File: src/rtl/carry_lookahead_adder.sv
// Two-level carry-lookahead adder with one registered output stage.
// Four-bit groups form their own carries; a second-level unit supplies every group carry-in.

module cla_group4 (
   input  logic [3:0] a,
   input  logic [3:0] b,
   input  logic       cin,
   output logic [3:0] sum,
   output logic [3:0] carry,
   output logic       grp_gen,
   output logic       grp_prop
);

   logic [3:0] g;
   logic [3:0] p;

   assign g = a & b;
   assign p = a ^ b;

   // Each carry is a flat sum of products; no carry feeds another carry.
   assign carry[0] = cin;
   assign carry[1] = g[0] | (p[0] & cin);
   assign carry[2] = g[1] | (p[1] & g[0]) | (p[1] & p[0] & cin);
   assign carry[3] = g[2] | (p[2] & g[1]) | (p[2] & p[1] & g[0])
                   | (p[2] & p[1] & p[0] & cin);

   // The group carry-out (c4 = G | P & cin) is formed by the second-level unit.
   assign grp_gen  = g[3] | (p[3] & g[2]) | (p[3] & p[2] & g[1])
                   | (p[3] & p[2] & p[1] & g[0]);
   assign grp_prop = &p;

   assign sum = p ^ carry;

endmodule

module cla_lookahead #(
   parameter int N = 4
) (
   input  logic [N-1:0] grp_gen,
   input  logic [N-1:0] grp_prop,
   input  logic         cin,
   output logic [N:0]   carry
);

   logic acc;
   logic term;

   // carry[i] = OR over j<i of (G[j] & P[j+1..i-1]) OR (cin & P[0..i-1]),
   // expanded in full so group carries never ripple through one another.
   always_comb begin
      carry = '0;
      acc   = 1'b0;
      term  = 1'b0;
      carry[0] = cin;
      for (int i = 1; i <= N; i++) begin
         acc = 1'b0;
         for (int j = 0; j < i; j++) begin
            term = grp_gen[j];
            for (int k = j + 1; k < i; k++) begin
               term = term & grp_prop[k];
            end
            acc = acc | term;
         end
         term = cin;
         for (int k = 0; k < i; k++) begin
            term = term & grp_prop[k];
         end
         carry[i] = acc | term;
      end
   end

endmodule

module carry_lookahead_adder #(
   parameter int WIDTH = 16
) (
   input  logic             clk,
   input  logic             rst,
   input  logic [WIDTH-1:0] a,
   input  logic [WIDTH-1:0] b,
   input  logic             cin,
   output logic [WIDTH-1:0] sum,
   output logic             cout,
   output logic             ovf
);

   localparam int NGRP = WIDTH / 4;

   logic [NGRP-1:0]  grp_gen;
   logic [NGRP-1:0]  grp_prop;
   logic [NGRP:0]    grp_carry;
   logic [WIDTH-1:0] bit_carry;
   logic [WIDTH-1:0] sum_comb;

   for (genvar gi = 0; gi < NGRP; gi++) begin : g_grp
      cla_group4 u_grp (
         .a        (a[gi*4 +: 4]),
         .b        (b[gi*4 +: 4]),
         .cin      (grp_carry[gi]),
         .sum      (sum_comb[gi*4 +: 4]),
         .carry    (bit_carry[gi*4 +: 4]),
         .grp_gen  (grp_gen[gi]),
         .grp_prop (grp_prop[gi])
      );
   end

   cla_lookahead #(.N(NGRP)) u_lookahead (
      .grp_gen  (grp_gen),
      .grp_prop (grp_prop),
      .cin      (cin),
      .carry    (grp_carry)
   );

   // Overflow compares the carry into the MSB with the carry out of it.
   always_ff @(posedge clk) begin
      if (rst) begin
         sum  <= '0;
         cout <= 1'b0;
         ovf  <= 1'b0;
      end else begin
         sum  <= sum_comb;
         cout <= grp_carry[NGRP];
         ovf  <= bit_carry[WIDTH-1] ^ grp_carry[NGRP];
      end
   end

endmodule

File: config.mk
export PLATFORM = sky130hd
export DESIGN_NAME = carry_lookahead_adder
export DESIGN_NICKNAME = d
export VERILOG_FILES = /design/src/rtl/carry_lookahead_adder.sv
export SDC_FILE = /design/constraint.sdc
export NUM_CORES = 1
export LEC_CHECK = 0
export BUFFER_PORTS_ARGS = -buffer_cell sky130_fd_sc_hd__buf_4
export CAP_MARGIN = 20
export CORE_MARGIN = 3
export CORE_UTILIZATION = 50
export DETAILED_ROUTE_END_ITERATION = 7
export PLACE_DENSITY = 0.87
export RECOVER_POWER = 50
export REMOVE_ABC_BUFFERS = 1
export SLEW_MARGIN = 20
export SYNTH_ARGS = -nofsm -noshare
export SYNTH_HDL_FRONTEND = slang
export SYNTH_SLANG_ARGS = --single-unit
File: constraint.sdc
create_clock -name clk -period 4.1 [get_ports clk]
set_input_delay 1.025 -clock clk [delete_from_list [all_inputs] [get_ports clk]]
set_output_delay 1.025 -clock clk [all_outputs]
set_load 0.005 [all_outputs]
==> results of run 1 <==
-- layout by cell type, fill, tap and decap left out, types with 5 or more instances in the layout --
cell and instances:
ha_1 16, mux2_2 5, clkbuf_4 17, buf_4 35, nor2b_1 7, a21oi_1 6
nor2_1 16, inv_1 8, dfxtp_1 18
-- stage by stage --
step	hold slack, ns	total power [W]	instances	util, %	instance area, um2
6_report	1.06	0.000487	202	77.2	1610
5_1_grt	1.08	0.000518	202	77.2	1610
4_1_cts	1.06	0.000495	202	77.8	1620
3_5_place_dp	1.37	0.000385	198	76.0	1580
3_3_place_gp	1.35	0.000377	198	76.0	1580
2_1_floorplan	1.09	0.000303	119	-	1160
-- worst max-delay path by stage --
| stage | start | to | slack (ns) | cells past startpoint |
|---|---|---|---|---|
| after CTS | a[1] | sum[13] | 1.23 | 10 |
| final | a[1] | sum[13] | 1.21 | 10 |
| after detailed placement | a[1] | sum[13] | 0.92 | 10 |
| after global placement | a[0] | sum[13] | 1.01 | 10 |
| after floorplan | a[0] | sum[13] | 1.23 | 9 |
| after global routing | a[1] | sum[13] | 1.10 | 10 |
-- metal layers --
metal / vias up / GRT usage [%] / wire length [um]
met3: 4 / 3.54 / 198
met2: 45 / 37.5 / 1330
li1: 530 / - / -
met4: 0 / 7.88 / 20
met1: 471 / 18.9 / 972
met5: - / 0 / 0
-- where the power goes --
part	total (W)	switching, W	internal [W]	leakage [nW]
Clock	0.000112	0.0000576	0.0000541	0.0210
Combinational	0.000173	0.0000768	0.0000964	0.627
Sequential	0.000202	0.00000521	0.000197	0.150
Total	0.000487	0.000140	0.000348	0.798
-- kinds of logic (layout without fill, tap and decap cells) --
family / Yosys count / after routing / share of synthesized area [%]
AO/OA/AOI/OAI: 24 / 24 / 16.2
XOR/XNOR: 5 / 5 / 3.76
adder cells (fa/ha/maj): 20 / 20 / 24.0
buffers and inverters: 10 / 64 / 3.22
flip-flops: 18 / 18 / 30.9
multiplexers: 7 / 7 / 6.54
AND/OR/NAND/NOR: 37 / 37 / 15.3
-- flip-flops by register name, summed over array words and instances, names as in the netlist --
name	cells
cout	1
ovf	1
sum	16
-- area by class of cell --
| class | instances | area share, % |
|---|---|---|
| timing repair buffer | 52 | 23.6 |
| inverter | 8 | 1.87 |
| tap | 27 | 2.10 |
| clock buffer | 4 | 2.26 |
| multi-input combinational | 93 | 47.8 |
| sequential | 18 | 22.4 |
==> results.toml, run 1 <==
[status]
status = "completed"

[sta]
period_needed_ns = 2.89
fmax_ghz = 0.346
finalSetupViolCount = 0
period_share_pct = 70.5
tightest_slew_ns = 0.312
hold_violations = 0
slew_headroom_pct = 79.0
tns_ns = 0
drv_slew = 0
worst_slack_ns = 1.21
rsz0062_at_grt = "no"

[critical_path]
crit_family = "compound AO/OA/AOI/OAI gates"
slowest_stage = "fa_1"
start_kind = "primary input"
worstPathMaxFanout = 5
critPathMaxStageDelay_ns = 0.39
crit_path_end_kind = "flip-flop"
crit_chain = "buf_4 > ha_1 > o21ai_0 > o21bai_2 > a21o_4 > a21boi_1 > o21bai_1 > fa_1 > xnor2_1 > nor2_1"
worstPathArrival_ns = 3.08
critPathBufInv = 1
worstPathRequired_ns = 4.29
crit_type = "in2reg"

[final_layout]
fill_cells = 165
seq_area_um2 = 360
n_antenna_cell = 0
drive_above_1_share_pct = 36.6
multi_input_area_um2 = 768
syn_to_final_growth_pct = 37.9
nNetsFinal = 231

[worst_hold_path]
hold-path-cell-count = 2
hold_end = "sum[5]"
hp-class = "in2reg"
hold_start = "rst"

[clock_tree]
post_cts_resized = 0
cts_tree = "done"
cts-buffers-inserted = 3
clock_sink_count = 18
clockBufferDepth = 2
htree_levels = 1
hold_buffers = 0
post_cts_buffers = 0
root_buffer = "clkbuf_4"
clk_pin_slew_worst_paths_ns = 0.11

[global_route]
track_usage_pct = 18.9
grt_pass1_vias = 985
grt_max_degree = 25
antenna_found_initial = 0
grt_overflow_total = 0
grt_pass1_wl_um = 3970

[die]
fp.dieH_um = 54.3
dieArea_um2 = 2950
coreArea_um2 = 2080
ioPinCount = 53
num_rows = 16
die_x_um = 54.3
start_util_pct = 56.0

[yosys]
syn_area_um2 = 1170
ys_warn_count = 0
synth_edf_count = 0
ys_seq_area_share_pct = 30.9
netlist.area_leader.share_pct = 30.9
syn_area_per_cell_um2 = 9.64
synth_top_area_cell = "dfxtp_1"
synth_flop_cell = "dfxtp_1"
netlist_top_cells_count = "dfxtp_1 (18), ha_1 (16), nor2_1 (16), inv_1 (8), nor2b_1 (7)"
synth_area_leaders = "dfxtp_1 (31%), ha_1 (17%), fa_1 (6.9%)"
synthArstFlopShare_pct = 0
yosysMostFrequentCell = "dfxtp_1"
synth_cells = 121
synth_cell_type_count = 33
ys_seq_elements = 18

[pwr]
ir_drop_mv = 0.201
power.density_nw_per_um2 = 303
p_leak_nw = 0.798

[drt]
first_pass_iters = 4
vias_per_cell = 5.20
dr.first_iter.drc_count = 8
vias = 1050
drtAntennaViolNets = 0
post-route-drc-count = 0
wl_per_cell_um = 12.5
finalWirelength_um = 2520

[placement]
gpl.final_weighted_congestion = 0.787
dp_hpwl_um = 2110
pre_cts_ws_ns = 0.921
port_buffers = 52

[run]
drv_cap = 0
Power figures use the tool's default switching activity.
==> run 2: changes to the inputs <==
- ABC_AREA: default -> 1
- CORE_UTILIZATION: 50 -> 48
- PLACE_DENSITY: 0.87 -> 0.82
- clock period: 4.1 -> 3 ns (I/O delays scaled with it)
==> results.toml, run 2 <==
[yosys]
synthMuxAreaShare_pct = 0
synth_xor_area_share_pct = 2.62
synth_cells = 166
netlist.area_leader.share_pct = 26.9
synth_compound_area_share_pct = 9.17
synth_edf_count = 0
synthArstFlopShare_pct = 0
synth_cell_type_count = 29
syn_area_per_cell_um2 = 8.06
synth-simple-area-share_pct = 34.1
synth_top_area_cell = "dfxtp_1"
yosysMostFrequentCell = "nand2_1"
netlist_top_cells_count = "nand2_1 (27), inv_1 (20), dfxtp_1 (18), nor2_1 (17), ha_1 (16)"
ys_seq_area_share_pct = 26.9
ys_seq_elements = 18
synth_area_leaders = "dfxtp_1 (27%), ha_1 (15%), nand2_1 (7.6%)"
synth_flop_cell = "dfxtp_1"
syn_area_um2 = 1340
synth_top_family_by_area = "simple AND/OR/NAND/NOR gates"
synth_fa_ha_area_share_pct = 21.0
ys_warn_count = 0

[worst_hold_path]
hold_end = "sum[14]"
hold_start = "rst"
hp-class = "in2reg"
hold-path-cell-count = 2

[die]
ioPinCount = 53
coreArea_um2 = 2570
fp.dieH_um = 58.8
num_rows = 18
start_util_pct = 52.1
dieArea_um2 = 3460
die_x_um = 58.8

[clock_tree]
root_buffer = "clkbuf_4"
clk_pin_slew_worst_paths_ns = 0.10
hold_buffers = 0
cts_tree = "done"
htree_levels = 1
cts-buffers-inserted = 3
post_cts_resized = 0
clock_sink_count = 18
clockBufferDepth = 2
post_cts_buffers = 0

[final_layout]
reg_top3 = "sum (16), cout (1), ovf (1)"
drive_above_1_share_pct = 35.9
regMostFlops = "sum"
final_common_cell = "buf_4"
largest_register_ffs = 16
nNetsFinal = 277
syn_to_final_growth_pct = 33.1
n_antenna_cell = 0
layout_common_cells = "buf_4 (35), nand2_1 (27), inv_1 (20), clkbuf_4 (19), dfxtp_1 (18)"
fin_util_pct = 69.3

[pwr]
sw_frac_of_total_pct = 32.6
switching_power_w = 0.000216
p_clk_share_pct = 17.9
pwr-share-seq_pct = 41.6
p_comb_share_pct = 40.5
power.density_nw_per_um2 = 373
p_leak_nw = 0.925
p_int_w = 0.000447
ir_drop_mv = 0.254

[critical_path]
worstPathRequired_ns = 3.19
worstPathMaxFanout = 5
crit_type = "in2reg"
worstPathArrival_ns = 2.38
crit_path_end_kind = "flip-flop"
start_kind = "primary input"

[sta]
rsz0062_at_grt = "no"
finalSetupViolCount = 0
period_needed_ns = 2.19
period_share_pct = 73.1
tns_ns = 0
hold_violations = 0
tightest_slew_ns = 0.370
fmax_ghz = 0.456
drv_slew = 0
slew_headroom_pct = 75.0

[global_route]
grt_util_met2_pct = 32.6
grt_pass1_wl_um = 4750
track_usage_pct = 17.2
grt_use_met1_pct = 19.8
grt_overflow_total = 0
grt_pass1_vias = 1234
grt_util_met3_pct = 1.75
busiest_layer = "met2"
grt_max_degree = 13
antenna_found_initial = 0

[status]
status = "completed"

[run]
drv_cap = 0

[drt]
wl_per_cell_um = 11.6
post-route-drc-count = 0
drtAntennaViolNets = 0
dr.first_iter.drc_count = 34
finalWirelength_um = 2890
vias_per_cell = 5.14
first_pass_iters = 4
vias = 1285

[placement]
dp_hpwl_um = 2500
port_buffers = 52
gpl.final_weighted_congestion = 0.838
## run 2: changes by cell type in the layout (fill, tap and decap cells not counted), sizes merged, moves of 5 or more
cell and delta:
nand3 +9, nand2 +32, nor2b -7, mux2 -5, a21oi +7, inv +13, nor2 +7
## run 2: worst max-delay path, stage by stage
cell and delay [ns]:
buf_4 0.11, ha_1 0.34, nand2_1 0.10, nand2_2 0.06, nor2_4 0.12, nand2_2 0.07
nand2_2 0.09, nand4_4 0.13, fa_1 0.40, xnor2_1 0.16, nor2_1 0.05
## run 2: power by group through the flow
stage / registers [W] / clock network [W] / logic (W)
finish: 0.000276 / 0.000119 / 0.000269
global route: 0.000279 / 0.000131 / 0.000302
CTS: 0.000277 / 0.000121 / 0.000275
detailed placement: 0.000283 / 0 / 0.000273
global placement: 0.000282 / 0 / 0.000265
floorplan: 0.000286 / 0 / 0.000156
## run 2: through the flow
stage,total power [W],instance area (um2),hold WS [ns],instances,worst slack [ns]
finish,0.000663,1780,0.718,250,0.807
global route,0.000711,1780,0.731,250,0.666
CTS,0.000673,1780,0.720,250,0.804
detailed placement,0.000556,1760,1.03,247,0.492
global placement,0.000547,1760,1.02,247,0.549
floorplan,0.000442,1330,0.812,165,0.709
## run 2: layer usage
layer  routed length [um]  up-vias  share of wire, %
li1                     -      656                 -
met1                 1130      582                39
met2                 1500       42                52
met3                  216        5               7.5
met4                   40        0               1.4
met5                    0        -                 0
## run 2: layout make-up
| type | instances | area [um2] |
|---|---|---|
| clock buffers | 3 | 22.5 |
| fillers | 227 | 787 |
| inverters | 21 | 78.8 |
| multi-input cells | 126 | 895 |
| flip-flops and latches | 18 | 360 |
| well taps | 30 | 37.5 |
| repair buffers | 52 | 387 |
## run 2: kinds of logic (layout without fill, tap and decap cells)
kind of cell | after synthesis | in the layout
flops | 18 | 18
buf+inv | 22 | 76
compound gates | 22 | 22
simple gates | 80 | 80
xor+xnor | 4 | 4
fa+ha+maj | 20 | 20
## run 2: how the worst max path moves through the flow
stage | startpoint | to | depth (start not counted)
floorplan | a[7] | sum[13] | 10
global placement | a[7] | sum[13] | 11
detailed placement | a[7] | sum[13] | 11
CTS | a[7] | sum[13] | 11
global route | a[1] | sum[9] | 11
finish | a[7] | sum[13] | 11
